`config.mk`:
```
export PLATFORM = sky130hd
export DESIGN_NAME = mem_dbus_flat
export DESIGN_NICKNAME = d
export VERILOG_FILES = /design/src/rtl/mem_dbus_if.sv /design/src/rtl/mem_dbus.sv /design/src/flat_wrapper.sv
export SDC_FILE = /design/constraint.sdc
export NUM_CORES = 1
export LEC_CHECK = 0
export ABC_AREA = 0
export CORE_AREA = 3 3 151 153
export DETAILED_ROUTE_END_ITERATION = 8
export DIE_AREA = 0 0 154 156
export PLACE_DENSITY = 0.73
export SLEW_MARGIN = 40
export SYNTH_ARGS = -nofsm -noshare
export SYNTH_HDL_FRONTEND = slang
export SYNTH_SLANG_ARGS = --single-unit
```
`constraint.sdc`:
```
create_clock -name clk -period 5.7 [get_ports clk]
set_input_delay 1.14 -clock clk [delete_from_list [all_inputs] [get_ports clk]]
set_output_delay 1.14 -clock clk [all_outputs]
set_load 0.01 [all_outputs]
```
`src/rtl/mem_dbus_if.sv`:
```
// mem_dbus_if: handshaked data-bus between the MEM stage (master) and memory (slave).
//   dbus_req   master->slave  bus request, held until the slave acks or the master aborts
//   dbus_we    master->slave  1 = write
//   dbus_addr  master->slave  word address, low two bits zero
//   dbus_sel   master->slave  byte lanes, bit 3 = data bits 31:24
//   dbus_wdata master->slave  store data replicated across lanes
//   dbus_ack   slave->master  access done; meaningful only while dbus_req=1
//   dbus_rdata slave->master  read data, valid with dbus_ack
interface mem_dbus_if;
  logic        dbus_req;
  logic        dbus_we;
  logic [31:0] dbus_addr;
  logic [3:0]  dbus_sel;
  logic [31:0] dbus_wdata;
  logic        dbus_ack;
  logic [31:0] dbus_rdata;

  modport master (
    output dbus_req, dbus_we, dbus_addr, dbus_sel, dbus_wdata,
    input  dbus_ack, dbus_rdata
  );

  modport slave (
    input  dbus_req, dbus_we, dbus_addr, dbus_sel, dbus_wdata,
    output dbus_ack, dbus_rdata
  );
endinterface

```
`src/rtl/mem_dbus.sv`:
```
// mem_dbus: MEM pipeline stage between EX/MEM and MEM/WB.
//   Runs aligned load/store ops as one handshaked bus cycle each, stalling the
//   pipeline while the cycle is open; formats load data (byte/half, signed or
//   unsigned, big-endian lanes); passes everything else straight to MEM/WB.
// Ports:
//   clk, rst            clock, synchronous active-high reset
//   wd_i..lo_i          EX/MEM results (dest reg, write enable, ALU data, HI/LO)
//   aluop_i             operation code
//   mem_addr_i, reg2_i  effective address, store data
//   ctrl_signal         stall vector; bit 4 = MEM/WB stalled
//   mem_*               to MEM/WB
//   stallreq            stall request to ctrl (combinational)
//   bus_err             one-cycle pulse when an access is aborted on timeout
//   dbus                data-bus master port (registered request side)
module mem_dbus #(
  parameter int unsigned TIMEOUT_CYCLES = 255,
  parameter int unsigned CNT_W          = 8
) (
  input  logic        clk,
  input  logic        rst,
  input  logic [4:0]  wd_i,
  input  logic        wreg_i,
  input  logic [31:0] wdata_i,
  input  logic        whilo_i,
  input  logic [31:0] hi_i,
  input  logic [31:0] lo_i,
  input  logic [7:0]  aluop_i,
  input  logic [31:0] mem_addr_i,
  input  logic [31:0] reg2_i,
  input  logic [5:0]  ctrl_signal,
  output logic [4:0]  mem_wd,
  output logic        mem_wreg,
  output logic [31:0] mem_wdata,
  output logic        mem_whilo,
  output logic [31:0] mem_hi,
  output logic [31:0] mem_lo,
  output logic        stallreq,
  output logic        bus_err,
  mem_dbus_if.master  dbus
);
  localparam logic [7:0] OP_LB  = 8'b1110_0000;
  localparam logic [7:0] OP_LBU = 8'b1110_0100;
  localparam logic [7:0] OP_LH  = 8'b1110_0001;
  localparam logic [7:0] OP_LHU = 8'b1110_0101;
  localparam logic [7:0] OP_LW  = 8'b1110_0011;
  localparam logic [7:0] OP_SB  = 8'b1110_1000;
  localparam logic [7:0] OP_SH  = 8'b1110_1001;
  localparam logic [7:0] OP_SW  = 8'b1110_1011;
  localparam logic [CNT_W-1:0] CNT_LAST = CNT_W'(TIMEOUT_CYCLES - 1);

  typedef enum logic [1:0] {S_IDLE, S_BUSY, S_HOLD} state_e;

  state_e            state_q, state_d;
  logic [CNT_W-1:0]  cnt_q, cnt_d;
  logic [31:0]       rbuf_q, rbuf_d;
  logic              req_q, req_d, we_q, we_d;
  logic [31:0]       addr_q, addr_d, bwdata_q, bwdata_d;
  logic [3:0]        sel_q, sel_d;

  logic is_load, is_store, is_signed, sz_byte, sz_half, sz_word;
  logic misaligned, memop, cnt_last, done;
  logic [3:0]  sel_calc;
  logic [31:0] wdata_calc, ld_fmt, load_res;
  logic [7:0]  lane_b;
  logic [15:0] lane_h;
  logic        ctrl_unused;

  assign ctrl_unused = ^{ctrl_signal[5], ctrl_signal[3:0]};

  // Decode and lane steering.
  always_comb begin
    is_load = 1'b0; is_store = 1'b0; is_signed = 1'b0;
    sz_byte = 1'b0; sz_half = 1'b0; sz_word = 1'b0;
    case (aluop_i)
      OP_LB:  begin is_load  = 1'b1; sz_byte = 1'b1; is_signed = 1'b1; end
      OP_LBU: begin is_load  = 1'b1; sz_byte = 1'b1; end
      OP_LH:  begin is_load  = 1'b1; sz_half = 1'b1; is_signed = 1'b1; end
      OP_LHU: begin is_load  = 1'b1; sz_half = 1'b1; end
      OP_LW:  begin is_load  = 1'b1; sz_word = 1'b1; end
      OP_SB:  begin is_store = 1'b1; sz_byte = 1'b1; end
      OP_SH:  begin is_store = 1'b1; sz_half = 1'b1; end
      OP_SW:  begin is_store = 1'b1; sz_word = 1'b1; end
      default: ;
    endcase
    misaligned = (sz_half & mem_addr_i[0]) | (sz_word & (|mem_addr_i[1:0]));
    memop      = (is_load | is_store) & ~misaligned;

    sel_calc   = 4'b1111;
    wdata_calc = reg2_i;
    if (sz_byte) begin
      sel_calc   = 4'b1000 >> mem_addr_i[1:0];
      wdata_calc = {4{reg2_i[7:0]}};
    end else if (sz_half) begin
      sel_calc   = mem_addr_i[1] ? 4'b0011 : 4'b1100;
      wdata_calc = {2{reg2_i[15:0]}};
    end

    case (mem_addr_i[1:0])
      2'b00:   lane_b = dbus.dbus_rdata[31:24];
      2'b01:   lane_b = dbus.dbus_rdata[23:16];
      2'b10:   lane_b = dbus.dbus_rdata[15:8];
      default: lane_b = dbus.dbus_rdata[7:0];
    endcase
    lane_h = mem_addr_i[1] ? dbus.dbus_rdata[15:0] : dbus.dbus_rdata[31:16];

    if (sz_byte)      ld_fmt = {{24{is_signed & lane_b[7]}}, lane_b};
    else if (sz_half) ld_fmt = {{16{is_signed & lane_h[15]}}, lane_h};
    else              ld_fmt = dbus.dbus_rdata;

    // Ack takes priority over a coinciding timeout.
    load_res = dbus.dbus_ack ? ld_fmt : '0;
    cnt_last = (cnt_q == CNT_LAST);
    done     = (state_q == S_BUSY) && (dbus.dbus_ack || cnt_last);
  end

  // State register.
  always_ff @(posedge clk) begin
    if (rst) begin
      state_q  <= S_IDLE;
      cnt_q    <= '0;
      rbuf_q   <= '0;
      req_q    <= 1'b0;
      we_q     <= 1'b0;
      addr_q   <= '0;
      sel_q    <= '0;
      bwdata_q <= '0;
    end else begin
      state_q  <= state_d;
      cnt_q    <= cnt_d;
      rbuf_q   <= rbuf_d;
      req_q    <= req_d;
      we_q     <= we_d;
      addr_q   <= addr_d;
      sel_q    <= sel_d;
      bwdata_q <= bwdata_d;
    end
  end

  // Next state.
  always_comb begin
    state_d  = state_q;
    cnt_d    = cnt_q;
    rbuf_d   = rbuf_q;
    req_d    = req_q;
    we_d     = we_q;
    addr_d   = addr_q;
    sel_d    = sel_q;
    bwdata_d = bwdata_q;
    case (state_q)
      S_IDLE: begin
        if (memop) begin
          state_d  = S_BUSY;
          cnt_d    = '0;
          req_d    = 1'b1;
          we_d     = is_store;
          addr_d   = {mem_addr_i[31:2], 2'b00};
          sel_d    = sel_calc;
          bwdata_d = wdata_calc;
        end
      end
      S_BUSY: begin
        if (done) begin
          req_d   = 1'b0;
          cnt_d   = '0;
          rbuf_d  = load_res;
          state_d = ctrl_signal[4] ? S_HOLD : S_IDLE;
        end else begin
          cnt_d = cnt_q + CNT_W'(1);
        end
      end
      S_HOLD: begin
        if (!ctrl_signal[4]) state_d = S_IDLE;
      end
      default: state_d = S_IDLE;
    endcase
  end

  // Outputs.
  always_comb begin
    mem_wd    = wd_i;
    mem_wreg  = wreg_i;
    mem_wdata = wdata_i;
    mem_whilo = whilo_i;
    mem_hi    = hi_i;
    mem_lo    = lo_i;
    stallreq  = 1'b0;
    bus_err   = 1'b0;
    if (misaligned || (memop && is_store)) begin
      mem_wreg = 1'b0;
    end else if (memop) begin
      case (state_q)
        S_BUSY:  mem_wdata = load_res;
        S_HOLD:  mem_wdata = rbuf_q;
        default: mem_wdata = '0;
      endcase
    end
    case (state_q)
      S_IDLE:  stallreq = memop;
      S_BUSY:  begin
        stallreq = !done;
        bus_err  = cnt_last && !dbus.dbus_ack;
      end
      default: ;
    endcase
    if (rst) begin
      stallreq = 1'b0;
      bus_err  = 1'b0;
    end
  end

  assign dbus.dbus_req   = req_q;
  assign dbus.dbus_we    = we_q;
  assign dbus.dbus_addr  = addr_q;
  assign dbus.dbus_sel   = sel_q;
  assign dbus.dbus_wdata = bwdata_q;
endmodule

```
`src/flat_wrapper.sv`:
```
// flat-port wrapper written by rule: the top's interface ports become plain ports
module mem_dbus_flat 
#(
  parameter int unsigned TIMEOUT_CYCLES = 255,
  parameter int unsigned CNT_W          = 8
)
  (clk, rst, wd_i, wreg_i, wdata_i, whilo_i, hi_i, lo_i, aluop_i, mem_addr_i, reg2_i, ctrl_signal, mem_wd, mem_wreg, mem_wdata, mem_whilo, mem_hi, mem_lo, stallreq, bus_err, dbus_dbus_req, dbus_dbus_we, dbus_dbus_addr, dbus_dbus_sel, dbus_dbus_wdata, dbus_dbus_ack, dbus_dbus_rdata);
  mem_dbus_if dbus_i ();
  input  logic clk;
  input  logic rst;
  input  logic [4:0] wd_i;
  input  logic wreg_i;
  input  logic [31:0] wdata_i;
  input  logic whilo_i;
  input  logic [31:0] hi_i;
  input  logic [31:0] lo_i;
  input  logic [7:0] aluop_i;
  input  logic [31:0] mem_addr_i;
  input  logic [31:0] reg2_i;
  input  logic [5:0] ctrl_signal;
  output logic [4:0] mem_wd;
  output logic mem_wreg;
  output logic [31:0] mem_wdata;
  output logic mem_whilo;
  output logic [31:0] mem_hi;
  output logic [31:0] mem_lo;
  output logic stallreq;
  output logic bus_err;
  output wire logic [$bits(dbus_i.dbus_req)-1:0] dbus_dbus_req;
  output wire logic [$bits(dbus_i.dbus_we)-1:0] dbus_dbus_we;
  output wire logic [$bits(dbus_i.dbus_addr)-1:0] dbus_dbus_addr;
  output wire logic [$bits(dbus_i.dbus_sel)-1:0] dbus_dbus_sel;
  output wire logic [$bits(dbus_i.dbus_wdata)-1:0] dbus_dbus_wdata;
  input wire logic [$bits(dbus_i.dbus_ack)-1:0] dbus_dbus_ack;
  input wire logic [$bits(dbus_i.dbus_rdata)-1:0] dbus_dbus_rdata;
  assign dbus_dbus_req = dbus_i.dbus_req;
  assign dbus_dbus_we = dbus_i.dbus_we;
  assign dbus_dbus_addr = dbus_i.dbus_addr;
  assign dbus_dbus_sel = dbus_i.dbus_sel;
  assign dbus_dbus_wdata = dbus_i.dbus_wdata;
  assign dbus_i.dbus_ack = dbus_dbus_ack;
  assign dbus_i.dbus_rdata = dbus_dbus_rdata;
  mem_dbus #(.TIMEOUT_CYCLES(TIMEOUT_CYCLES), .CNT_W(CNT_W)) u_core (.clk(clk), .rst(rst), .wd_i(wd_i), .wreg_i(wreg_i), .wdata_i(wdata_i), .whilo_i(whilo_i), .hi_i(hi_i), .lo_i(lo_i), .aluop_i(aluop_i), .mem_addr_i(mem_addr_i), .reg2_i(reg2_i), .ctrl_signal(ctrl_signal), .mem_wd(mem_wd), .mem_wreg(mem_wreg), .mem_wdata(mem_wdata), .mem_whilo(mem_whilo), .mem_hi(mem_hi), .mem_lo(mem_lo), .stallreq(stallreq), .bus_err(bus_err), .dbus(dbus_i));
endmodule
```
==> summary.md, run 1 <==
| Metric | Value |
|---|---|
| Status | finished clean |
| Hold Fails Final Rpt | 0 |
| Max cap viols | 0 |
| Core Region | 21,700 µm² |
| Sw frac | 0.267 |
| Vias per cell | 5.32 |
| Setup crit start kind | input pin |
| Critical path required time | 4560 ps |
| Reg power frac | 0.444 |
| WHS | 456 ps |
| Worst VDD drop | 0.000119 V |
| Setup TNS | 0 ps |
| Drt drc | 0 |
| Clock transition at path regs | 80 ps |
| Gr usage total | 0.188 |
| Pre-antenna DRT Iters | 4 |
| Clk buf depth | 2 |
| Area of the mapped netlist | 6740 µm² |
| First DRT Iteration DRCs | 431 |
| CP arrival | 4040 ps |
| TritonCTS clock tree | yes |
| Final layout net count | 1,194 |
| GP Congestion | 0.843 |
| Dpl hpwl | 17,200 µm |
| Post-synth ARST share | 0 |
| Sequential cell area fraction in the yosys report | 0.327 |
| Drt wl/cell | 18.8 µm |
| Rows | 54 |
| Largest net degree at the start of global routing | 71 |
| Most frequent cells in the layout | 242 x clkdlybuf4s50_1, 131 x nand2_1, 118 x a21oi_1 |
| Crit path time final | 5180 ps |
| RSZ-0062 raised after global routing | no |
| Commonest non-fill, non-tap cell in the layout | clkdlybuf4s50_1 |
| Post-Route WL | 23,700 µm |
| First-pass GRT wire length | 36,300 µm |
| Min-Delay Path Class | flip-flop to flip-flop |
| Die height | 156 µm |
| Clock power frac | 0.383 |
| Vias in the first global route | 6,486 |
| Starting Density | 0.311 |
| Grt ovf | 0 |
| Post-synth EDFFs | 0 |
| Postcts setup bufs | 0 |
| Cells after Synth | 841 |
| Max frequency | 193 MHz |
| P_sw | 471 µW |
| Syn-to-layout area delta | 35.3% |
| Max FO, Critical Path | 12 |
| Ratio of cells with drive above 1 in the final layout | 0.0921 |
| Die area | 24,000 µm² |
| ANT cells | 0 |
| Final Worst Setup Slack | 523 ps |
| I/O pins | 391 |
| Avg Inst Size Synth | 8.01 µm² |
| Slew @ Worst Pin | 760 ps |
| Detailed-route via count | 6,692 |
| Crit share post-route | 0.908 |
| Power density cells | 193 nW/µm² |
| Hold buffer count at CTS | 0 |
| Crit end category | output port |
| Setup violations, final | 0 |
| Filler instances | 2,130 |
| Setup Skew | 10.1 ps |
| Post-DRT Antenna Nets | 0 |
| Setup WS pre-CTS | 497 ps |
| Synth unique cells | 64 |
| Root Buffer | clkbuf_16 |
| Static Leak | 2.91 nW |
| Post-route cell area | 9120 µm² |
| Logic pwr share | 0.174 |
| Pins Over Slew Limit | 0 |
| H-tree depth | 3 |
| Slew headroom | 0.493 |
| Worst-Skew Late Latency | 360 ps |
| IO buf count | 243 |
| Die Wd | 154 µm |
| Critical path class | input pin to output port |
| Placed cell areas | 8800 µm² |
| Num CTS Buffers | 9 |
| Int Power | 1.29 mW |
| Clock Sinks | 110 |
| Initial antenna violation count | 0 |
| Ys Warns | 0 |
| Synth Flop Type | dfxtp_1 |
| # resized after CTS | 0 |
| Flops & latches, synth | 110 |
-- cells by family (layout without fill, tap and decap cells) --
group                      after synthesis  in the layout  share of synthesized area
AOI/OAI and AO/OA                      285            285                      0.284
and+or+nand+nor                        248            248                      0.174
buffers and inverters                  165            300                      0.151
DFF                                    110            110                      0.327
muxes                                   27             27                     0.0550
adders and majority gates                5              5                    0.00929
other                                    1              2                   0.000557
-- cells in the mapped netlist (2+ instances only) --
cell type / n / area [µm²]
and2_1: 2 / 12.5
and3_1: 4 / 25.0
a21oi_1: 118 / 591
nand2b_1: 9 / 56.3
nor2_1: 46 / 173
buf_4: 80 / 601
nor3b_1: 2 / 15.0
clkbuf_1: 39 / 146
a32o_1: 6 / 60.1
a311oi_1: 11 / 96.3
inv_1: 16 / 60.1
buf_6: 6 / 67.6
o211ai_1: 25 / 188
o21ai_0: 25 / 125
buf_2: 19 / 95.1
o2111ai_1: 17 / 149
or4_1: 6 / 45.0
a21oi_2: 12 / 105
nand2_2: 8 / 50.1
mux2i_1: 19 / 190
nand4_1: 5 / 31.3
nor4_1: 13 / 81.3
o41ai_1: 6 / 52.6
ha_1: 5 / 62.6
o221ai_1: 8 / 70.1
nand2_1: 131 / 492
o21ai_1: 17 / 85.1
a211o_1: 6 / 52.6
a211oi_2: 8 / 100
dfxtp_1: 110 / 2200
a2bb2oi_1: 2 / 17.5
a32oi_1: 15 / 131
nand3_1: 3 / 15.0
mux4_2: 8 / 180
nor3_1: 5 / 25.0
-- power by group through the flow --
stage | clock network, mW | registers [mW] | logic (mW)
4_1_cts | 0.694 | 0.782 | 0.306
6_report | 0.674 | 0.782 | 0.306
5_1_grt | 0.724 | 0.783 | 0.328
3_5_place_dp | 0 | 0.800 | 0.305
2_1_floorplan | 0 | 0.803 | 0.166
3_3_place_gp | 0 | 0.800 | 0.302
-- worst max-delay path, cell delays in order --
cell	delay (ps)
clkdlybuf4s50_1	880
a21oi_2	90
o31ai_4	490
or3_1	210
buf_4	210
mux2i_1	100
a21oi_1	300
clkdlybuf4s50_1	610
-- registers in the layout (all words and copies together), names as in the netlist --
name                    flops
u_core.cnt_q                8
u_core.dbus.dbus_addr      30
u_core.dbus.dbus_req        1
u_core.dbus.dbus_sel        4
u_core.dbus.dbus_wdata     32
u_core.dbus.dbus_we         1
u_core.rbuf_q              32
u_core.state_q              2
-- layout make-up --
type,instances,area [µm²],share of cell area
clock buffer,9,225,0.0247
clock inverter,6,81.3,0.00892
inverter,18,67.6,0.00741
multi-input combinational,567,3560,0.390
sequential,110,2200,0.241
tap,280,350,0.0384
timing repair buffer,267,2630,0.289
-- through the flow --
stage               total power, mW  utilization  cells
CTS                            1.78        0.420   1257
global placement               1.10        0.405   1240
detailed placement             1.10        0.406   1242
global route                   1.84        0.420   1257
finish                         1.76        0.420   1257
floorplan                     0.969            -    842
-- worst paths after layout --
kind                                            end                                   start  slack (ps)  depth (start not counted)
max                                    mem_wdata[7]                           mem_addr_i[0]         520                          8
min          u_core.dbus.dbus_wdata[5]$_SDFFE_PP0P_  u_core.dbus.dbus_wdata[5]$_SDFFE_PP0P_         460                          2
max reg2reg   u_core.dbus.dbus_addr[9]$_SDFFE_PP0P_          u_core.state_q[0]$_SDFFE_PP0P_        3430                          7
min reg2reg  u_core.dbus.dbus_wdata[5]$_SDFFE_PP0P_  u_core.dbus.dbus_wdata[5]$_SDFFE_PP0P_         460                          2
-- per-layer routing --
metal / vias up / part of all wire / GRT usage
met5: - / 0 / 0
met4: 0 / 0.024 / 0.0690
met3: 39 / 0.065 / 0.0441
met2: 242 / 0.47 / 0.295
met1: 3180 / 0.44 / 0.254
li1: 3231 / - / -
Note: power is estimated with default switching activity, not from simulation.
==> inputs of run 2 (changes only) <==
Settings changed: SLEW_MARGIN 40 to 20.
==> run 2 against run 1 <==
  * Combinational power barely moved
  * Clock power decreased by 0.6%
  * Clock skew grew 0.67 ps
  * Maximum frequency is 0.66% lower
  * Critical path type unchanged
  * Critical endpoint unchanged
==> summary.md, run 2 (synthesized netlist as in run 1, its figures left out) <==
| Metric | Value |
|---|---|
| Drt wl/cell | 18.8 µm |
| Crit share post-route | 0.914 |
| ANT cells | 0 |
| Clock transition at path regs | 80 ps |
| Static Leak | 2.90 nW |
| DR WL met2 | 11,200 µm |
| Core Region | 21,700 µm² |
| GP Congestion | 0.843 |
| Ratio of cells with drive above 1 in the final layout | 0.0911 |
| Final Worst Setup Slack | 489 ps |
| Worst-Skew Late Latency | 350 ps |
| Grt ovf | 0 |
| Overall Power | 1.76 mW |
| Post-Route WL | 23,700 µm |
| Syn-to-layout area delta | 35.2% |
| Max Used Layer | met4 |
| Initial antenna violation count | 0 |
| Die height | 156 µm |
| Setup WS pre-CTS | 481 ps |
| Critical path class | input pin to output port |
| R2R setup slack | 3400 ps |
| Critical path required time | 4560 ps |
| Inst Count DP | 1,242 |
| Min-Delay Path Class | flip-flop to flip-flop |
| Root Buffer | clkbuf_16 |
| RSZ-0062 raised after global routing | no |
| Max cap viols | 0 |
| CP arrival | 4070 ps |
| Gr usage total | 0.186 |
| Num CTS Buffers | 9 |
| Commonest non-fill, non-tap cell in the layout | clkdlybuf4s50_1 |
| Setup violations, final | 0 |
| Setup crit start kind | input pin |
| Setup TNS | 0 ps |
| I/O pins | 391 |
| TritonCTS clock tree | yes |
| Postcts setup bufs | 0 |
| Power density cells | 193 nW/µm² |
| Rows | 54 |
| Detailed-route via count | 6,719 |
| WHS | 455 ps |
| Post-DRT Antenna Nets | 0 |
| Met1 Wirelength | 10,600 µm |
| Pins Over Slew Limit | 0 |
| First DRT Iteration DRCs | 471 |
| Vias per cell | 5.35 |
| Largest net degree at the start of global routing | 71 |
| Hold Fails Final Rpt | 0 |
| Dpl hpwl | 17,200 µm |
| IO buf count | 243 |
| Met3 wire len | 1380 µm |
| Setup Skew | 10.8 ps |
| Crit end category | output port |
| Status | finished clean |
| Crit path time final | 5210 ps |
| Clock Sinks | 110 |
| Worst VDD drop | 0.000172 V |
| Final layout net count | 1,194 |
| Max FO, Critical Path | 12 |
| Max frequency | 192 MHz |
| Slew @ Worst Pin | 931 ps |
| Finished Layout Cells | 1,257 |
| Most frequent cells in the layout | 242 x clkdlybuf4s50_1, 131 x nand2_1, 118 x a21oi_1 |
| H-tree depth | 3 |
| Vias in the first global route | 6,447 |
| Die area | 24,000 µm² |
| Pre-antenna DRT Iters | 5 |
| Clk buf depth | 2 |
| # resized after CTS | 0 |
| Hold buffer count at CTS | 0 |
| First-pass GRT wire length | 36,100 µm |
| Starting Density | 0.311 |
| Slew headroom | 0.378 |
| Die Wd | 154 µm |
| Drt drc | 0 |
-- run 2: cell types whose count changed in the layout (fill, tap and decap cells not counted) --
cell,previous run,this run
buf_4,21,22
buf_6,3,2
clkinv_8,1,0
inv_8,1,2
o21bai_1,0,1
o21bai_2,1,0
-- run 2: path summary, 6_finish.rpt --
kind                                                     start                                      end  cells after the start
worst max register to register  u_core.state_q[0]$_SDFFE_PP0P_  u_core.dbus.dbus_wdata[27]$_SDFFE_PP0P_                      7
worst max-delay path                             mem_addr_i[0]                             mem_wdata[7]                      8
worst min-delay path            u_core.rbuf_q[30]$_SDFFE_PP0P_           u_core.rbuf_q[30]$_SDFFE_PP0P_                      2
worst min register to register  u_core.rbuf_q[30]$_SDFFE_PP0P_           u_core.rbuf_q[30]$_SDFFE_PP0P_                      2
-- run 2: area by class of cell --
class | instances | area [µm²]
fill | 2160 | 12600
clock inverter | 6 | 76.3
tap | 280 | 350
multi-input combinational | 567 | 3550
timing repair buffer | 267 | 2630
clock buffer | 9 | 225
inverter | 18 | 67.6
sequential | 110 | 2200
-- run 2: stage by stage --
step            util  area, µm²
2_1_floorplan      -       6740
3_3_place_gp   0.405       8780
3_5_place_dp   0.406       8800
4_1_cts        0.420       9110
5_1_grt        0.420       9110
6_report       0.420       9110
-- run 2: routing by layer --
| layer | global-route usage | up-vias |
|---|---|---|
| met5 | 0 | - |
| li1 | - | 3228 |
| met2 | 0.296 | 254 |
| met4 | 0.0627 | 0 |
| met1 | 0.253 | 3201 |
| met3 | 0.0391 | 36 |
-- run 2: worst max-delay path: stages --
cell and delay [ps]:
clkdlybuf4s50_1 900, a21oi_2 90, o31ai_4 510, or3_1 210, buf_4 210, mux2i_1 110
a21oi_1 300, clkdlybuf4s50_1 600
-- run 2: power by group --
group	internal (mW)	switching (mW)	total (mW)
clock	0.348	0.323	0.670
sequential	0.777	0.00510	0.782
combinational	0.166	0.140	0.306
==> inputs of run 3 (changes only) <==
Settings changed: CTS_CLUSTER_SIZE set to 14.
==> results of run 3 <==
Same layout as run 2: the final DEF is identical, and so are final timing and power.
==> variant 1: new RTL, settings of run 3 <==
`TIMEOUT_CYCLES` is set to 255 in 2 places; all go to 127.
--- a/src/rtl/mem_dbus.sv
+++ b/src/rtl/mem_dbus.sv
@@ -14,5 +14,5 @@
 //   dbus                data-bus master port (registered request side)
 module mem_dbus #(
-  parameter int unsigned TIMEOUT_CYCLES = 255,
+  parameter int unsigned TIMEOUT_CYCLES = 127,
   parameter int unsigned CNT_W          = 8
 ) (
--- a/src/flat_wrapper.sv
+++ b/src/flat_wrapper.sv
@@ -2,5 +2,5 @@
 module mem_dbus_flat 
 #(
-  parameter int unsigned TIMEOUT_CYCLES = 255,
+  parameter int unsigned TIMEOUT_CYCLES = 127,
   parameter int unsigned CNT_W          = 8
 )
Function: no difference found for any inputs over 4 cycles, from zero or initial values and one cycle with rst high; that may be too few to reach the edited logic, so the function may still have changed.
==> variant 1 against run 3 <==
Hold slack about the same. Non-clock buffer count fell by 2. Via count up 0.55%. Cell area down 0.70%. Combinational power decreased by 2%. Clock power hardly changed. Power decreased by 0.52%. Critical path depth did not move. Area after synthesis decreased by 1.0%. Sequential cell count stayed put. Wire length hardly changed. Global-route usage barely moved. Setup slack better by 0.031 ns. Critical endpoint is now mem_wdata[6].
==> variant 1: results (changes against run 3) <==
status finished clean; Max-slew headroom 0.399 (+0.0208); Seq/Total Area, Yosys 0.330 (+0.00343); Yosys cell types 58 (-9.4%); Sw Pwr 0.493 mW (+5.5%); TritonCTS buffer count 9 (unchanged); largest net degree at the start of global routing 66 (-7.0%); DR vias/cell 5.36 (+0.31%); min-delay worst type reg -> reg; Commonest cells post-synth nand2_1, a21oi_1, dfxtp_1, buf_4, nor2_1; yosys warns 0 (unchanged); Layout Skew 0.0129 ns (+0.00208 ns); maximum VDD drop 111 uV (-35%); DR iter-0 viols 472 (+0.21%); GP Congestion 0.879 (+4.3%); Via Count 6756 (+0.55%); 1st-pass router iterations 6 (+1); share of layout cells above drive strength 1 0.0685 (-0.0226); Worst setup endpoint mem_wdata[6]; Crit Path Max Fanout 22 (+10); async set-reset flop share out of synthesis 0 (unchanged); DP HPWL 17.0 mm (-0.91%); crit-path max cell delay 0.72 ns (-0.18 ns); Pleak 2.89 nW (-0.52%); slowest library cell on the worst path clkdlybuf4s50_1; R2R Setup Slk 3.31 ns (-0.09 ns); CP arrival 4.04 ns (-0.03 ns); total track usage 0.186 (about the same); initial antenna violation count 2 (+2); global-route wire length before repair 35.7 mm (-0.92%); Clock Latency Late Sink 0.36 ns; WL per Instance 18.8 microns (-0.15%); Avg Synthesized Cell Area 7.89 sq um (-1.5%); r2r endpoint u_core.dbus.dbus_wdata[31]; Layout fillers 2162 (+0.093%); Worst-path clk slew 0.08 ns (about the same); vias in the first global route 6417 (-0.47%); timing startpoint of the critical path aluop_i[2]; Post-DP Area 8730 sq um (-0.90%); Synth area leaders dfxtp_1, a21oi_1, buf_4; htree depth 3 (unchanged)
[variant 1: how the worst min path moves through the flow]
stage	startpoint	endpoint	slack, ns	cells past startpoint
floorplan	u_core.rbuf_q[0]	u_core.rbuf_q[0]	0.44	2
global placement	u_core.dbus.dbus_addr[8]	u_core.dbus.dbus_addr[8]	0.44	2
detailed placement	u_core.dbus.dbus_addr[21]	u_core.dbus.dbus_addr[21]	0.45	2
CTS	u_core.dbus.dbus_addr[10]	u_core.dbus.dbus_addr[10]	0.46	2
global route	u_core.dbus.dbus_wdata[0]	u_core.dbus.dbus_wdata[0]	0.48	2
finish	u_core.dbus.dbus_addr[11]	u_core.dbus.dbus_addr[11]	0.46	2
[variant 1: worst max-delay path, delay by kind of cell]
family,cells,cell delay [ns]
buffers and inverters,3,1.64
AO/OA/AOI/OAI,4,1.09
AND/OR/NAND/NOR,1,0.14
[variant 1: cell type report]
type,count,area [sq um],area share
Clock inverter,7,86.3,0.00955
Timing Repair Buffer,265,2600,0.287
Multi-Input combinational cell,569,3510,0.388
Tap cell,280,350,0.0387
Clock buffer,9,225,0.0249
Antenna cell,2,5.00,0.000553
Sequential cell,110,2200,0.244
Inverter,18,67.6,0.00747
[variant 1: metal layers]
| layer | global-route usage | wire [microns] |
|---|---|---|
| met1 | 0.227 | 9570 |
| met2 | 0.316 | 11300 |
| met3 | 0.0352 | 1820 |
| met4 | 0.0946 | 972 |
| met5 | 0 | 0 |
[variant 1: through the flow]
step	setup WS, ns	hold slack [ns]	utilization
floorplan	2.00	0.437	-
global placement	0.490	0.441	0.402
detailed placement	0.511	0.446	0.402
CTS	0.498	0.458	0.417
global route	0.396	0.477	0.417
finish	0.520	0.456	0.417
[variant 1: cell families (layout without fill, tap and decap cells)]
group | count (synthesis) | count (layout) | share of synthesized area
simple gates | 249 | 249 | 0.172
fa+ha+maj | 5 | 5 | 0.00938
flops | 110 | 110 | 0.330
mux | 27 | 27 | 0.0567
compound gates | 286 | 286 | 0.281
other cells | 1 | 4 | 0.000562
buf+inv | 167 | 299 | 0.150
[variant 1: power by group through the flow]
stage               clock network, mW  registers (mW)  logic [mW]
floorplan                           0           0.801       0.162
global placement                    0           0.798       0.297
detailed placement                  0           0.798       0.299
CTS                             0.697           0.780       0.301
global route                    0.724           0.782       0.321
finish                          0.669           0.780       0.299
==> variant 2: new RTL, config.mk and constraints of run 3 <==
Without the edit above. Re-encode `state_e` (3 states) as one-hot, 3 bits wide.
--- a/src/rtl/mem_dbus.sv
+++ b/src/rtl/mem_dbus.sv
@@ -49,5 +49,5 @@
   localparam logic [CNT_W-1:0] CNT_LAST = CNT_W'(TIMEOUT_CYCLES - 1);
 
-  typedef enum logic [1:0] {S_IDLE, S_BUSY, S_HOLD} state_e;
+  typedef enum logic [2:0] {S_IDLE = 3'b001, S_BUSY = 3'b010, S_HOLD = 3'b100} state_e;
 
   state_e            state_q, state_d;
Check against the original RTL: same outputs for any inputs over 4 cycles, from zero or initial values and one cycle with rst high; so few cycles prove little.
==> variant 2 against run 3 <==
Synthesized cell count is 4.8% lower. Clock skew is 0.0042 ns higher. Wire length is 8.6% lower. Clock power is 3.7% higher. Cell area is 4.7% lower. Via count is 8.6% lower. Power hardly changed. Sequential cell count is 1 higher. Sequential share of layout area is 1.4 points higher. Fmax is 0.61% lower. Setup slack worse by 0.032 ns. Area after synthesis is 7.6% lower. Sequential power hardly changed.
==> variant 2: results (changes against run 3) <==
vias in the first global route 5715 (-11%); Antenna Cells 0 (unchanged); Crit Path Max Fanout 15 (+3); Via Count 6139 (-8.6%); Pleak 2.81 nW (-3.2%); share of layout cells above drive strength 1 0.0616 (-0.0295); DR iter-0 viols 559 (+19%); Layout Skew 0.0150 ns (+0.00421 ns); DP HPWL 15.7 mm (-8.6%); Max-slew headroom 0.298 (-0.0798); timing startpoint of the critical path aluop_i[2]; min-delay src u_core.dbus.dbus_addr[27]; met2 WL 9.98 mm (-11%); Seq/Total Area, Yosys 0.357 (+0.0301); htree depth 3 (unchanged); min-delay worst type reg -> reg; Final nets 1155 (-3.3%); total track usage 0.169 (-0.0176); Yosys cell types 57 (-11%); Reg-to-Reg Start u_core.state_q[1]; Synth area leaders dfxtp_1, nand2_1, buf_4; Layout fillers 2201 (+1.9%); global-route wire length before repair 32.6 mm (-9.6%); GP Congestion 0.839 (-0.51%); maximum VDD drop 113 uV (-34%); Commonest cells post-synth nand2_1, dfxtp_1, nor2_1, buf_4, a21oi_1; status finished clean; CP arrival 4.10 ns (+0.03 ns); CTS Buffer Depth 2 (unchanged)
==> variant 2: cell count changes after synthesis, moves of 15 or more <==
cell,change
a21oi_1,-59
a31oi_1,+37
a32oi_1,-15
nand2_1,+26
nor2_1,+41
o2111ai_1,-16
o211ai_1,-17
o2bb2ai_1,+23
==> variant 2: cell families (layout without fill, tap and decap cells) <==
kind of cell | Yosys count | in the layout | share of synthesized area
other | 1 | 2 | 0.000602
AO/OA/AOI/OAI | 227 | 227 | 0.249
adder cells (fa/ha/maj) | 2 | 2 | 0.00402
AND/OR/NAND/NOR | 290 | 290 | 0.196
flip-flops | 111 | 111 | 0.357
XOR/XNOR | 2 | 2 | 0.00281
buffers and inverters | 142 | 282 | 0.134
multiplexers | 26 | 26 | 0.0563
==> variant 2: final cells by class <==
cell class	instances	share of cell area
Multi-Input combinational cell	549	0.367
Timing Repair Buffer	260	0.296
Sequential cell	111	0.256
Tap cell	280	0.0404
Clock buffer	9	0.0260
Clock inverter	7	0.0112
Inverter	6	0.00260
==> variant 2: worst max-delay path: stages <==
cell and delay (ns):
clkdlybuf4s50_1 0.55, a21o_1 0.31, or2_2 0.44, a21oi_2 0.57, o221ai_1 0.30, a31oi_1 0.23
clkdlybuf4s50_1 0.56
==> variant 2: path summary, 6_finish.rpt <==
path | end | slack [ns] | cells past startpoint
worst max register to register | u_core.rbuf_q[10] | 3.18 | 5
worst min-delay path | u_core.dbus.dbus_addr[27] | 0.46 | 2
worst min register to register | u_core.dbus.dbus_addr[27] | 0.46 | 2
worst max-delay path | mem_wdata[9] | 0.46 | 7
==> variant 2: metrics by stage <==
| step | cell area, sq um | setup WS, ns | util | std cells |
|---|---|---|---|---|
| after floorplan | 6230 | 1.82 | - | 802 |
| after global placement | 8350 | 0.511 | 0.385 | 1206 |
| after detailed placement | 8350 | 0.488 | 0.385 | 1206 |
| after CTS | 8680 | 0.467 | 0.400 | 1222 |
| after global routing | 8680 | 0.299 | 0.400 | 1222 |
| final | 8680 | 0.457 | 0.400 | 1222 |
==> variant 2: where the power goes <==
group	internal (mW)	switching, mW
clock network	0.358	0.338
logic	0.158	0.118
registers	0.782	0.00349
total	1.30	0.460
==> variant 2: layer usage <==
metal,vias up,GRT usage
met4,0,0.0685
met5,-,0
met3,53,0.0383
met2,223,0.266
li1,3026,-
met1,2837,0.225
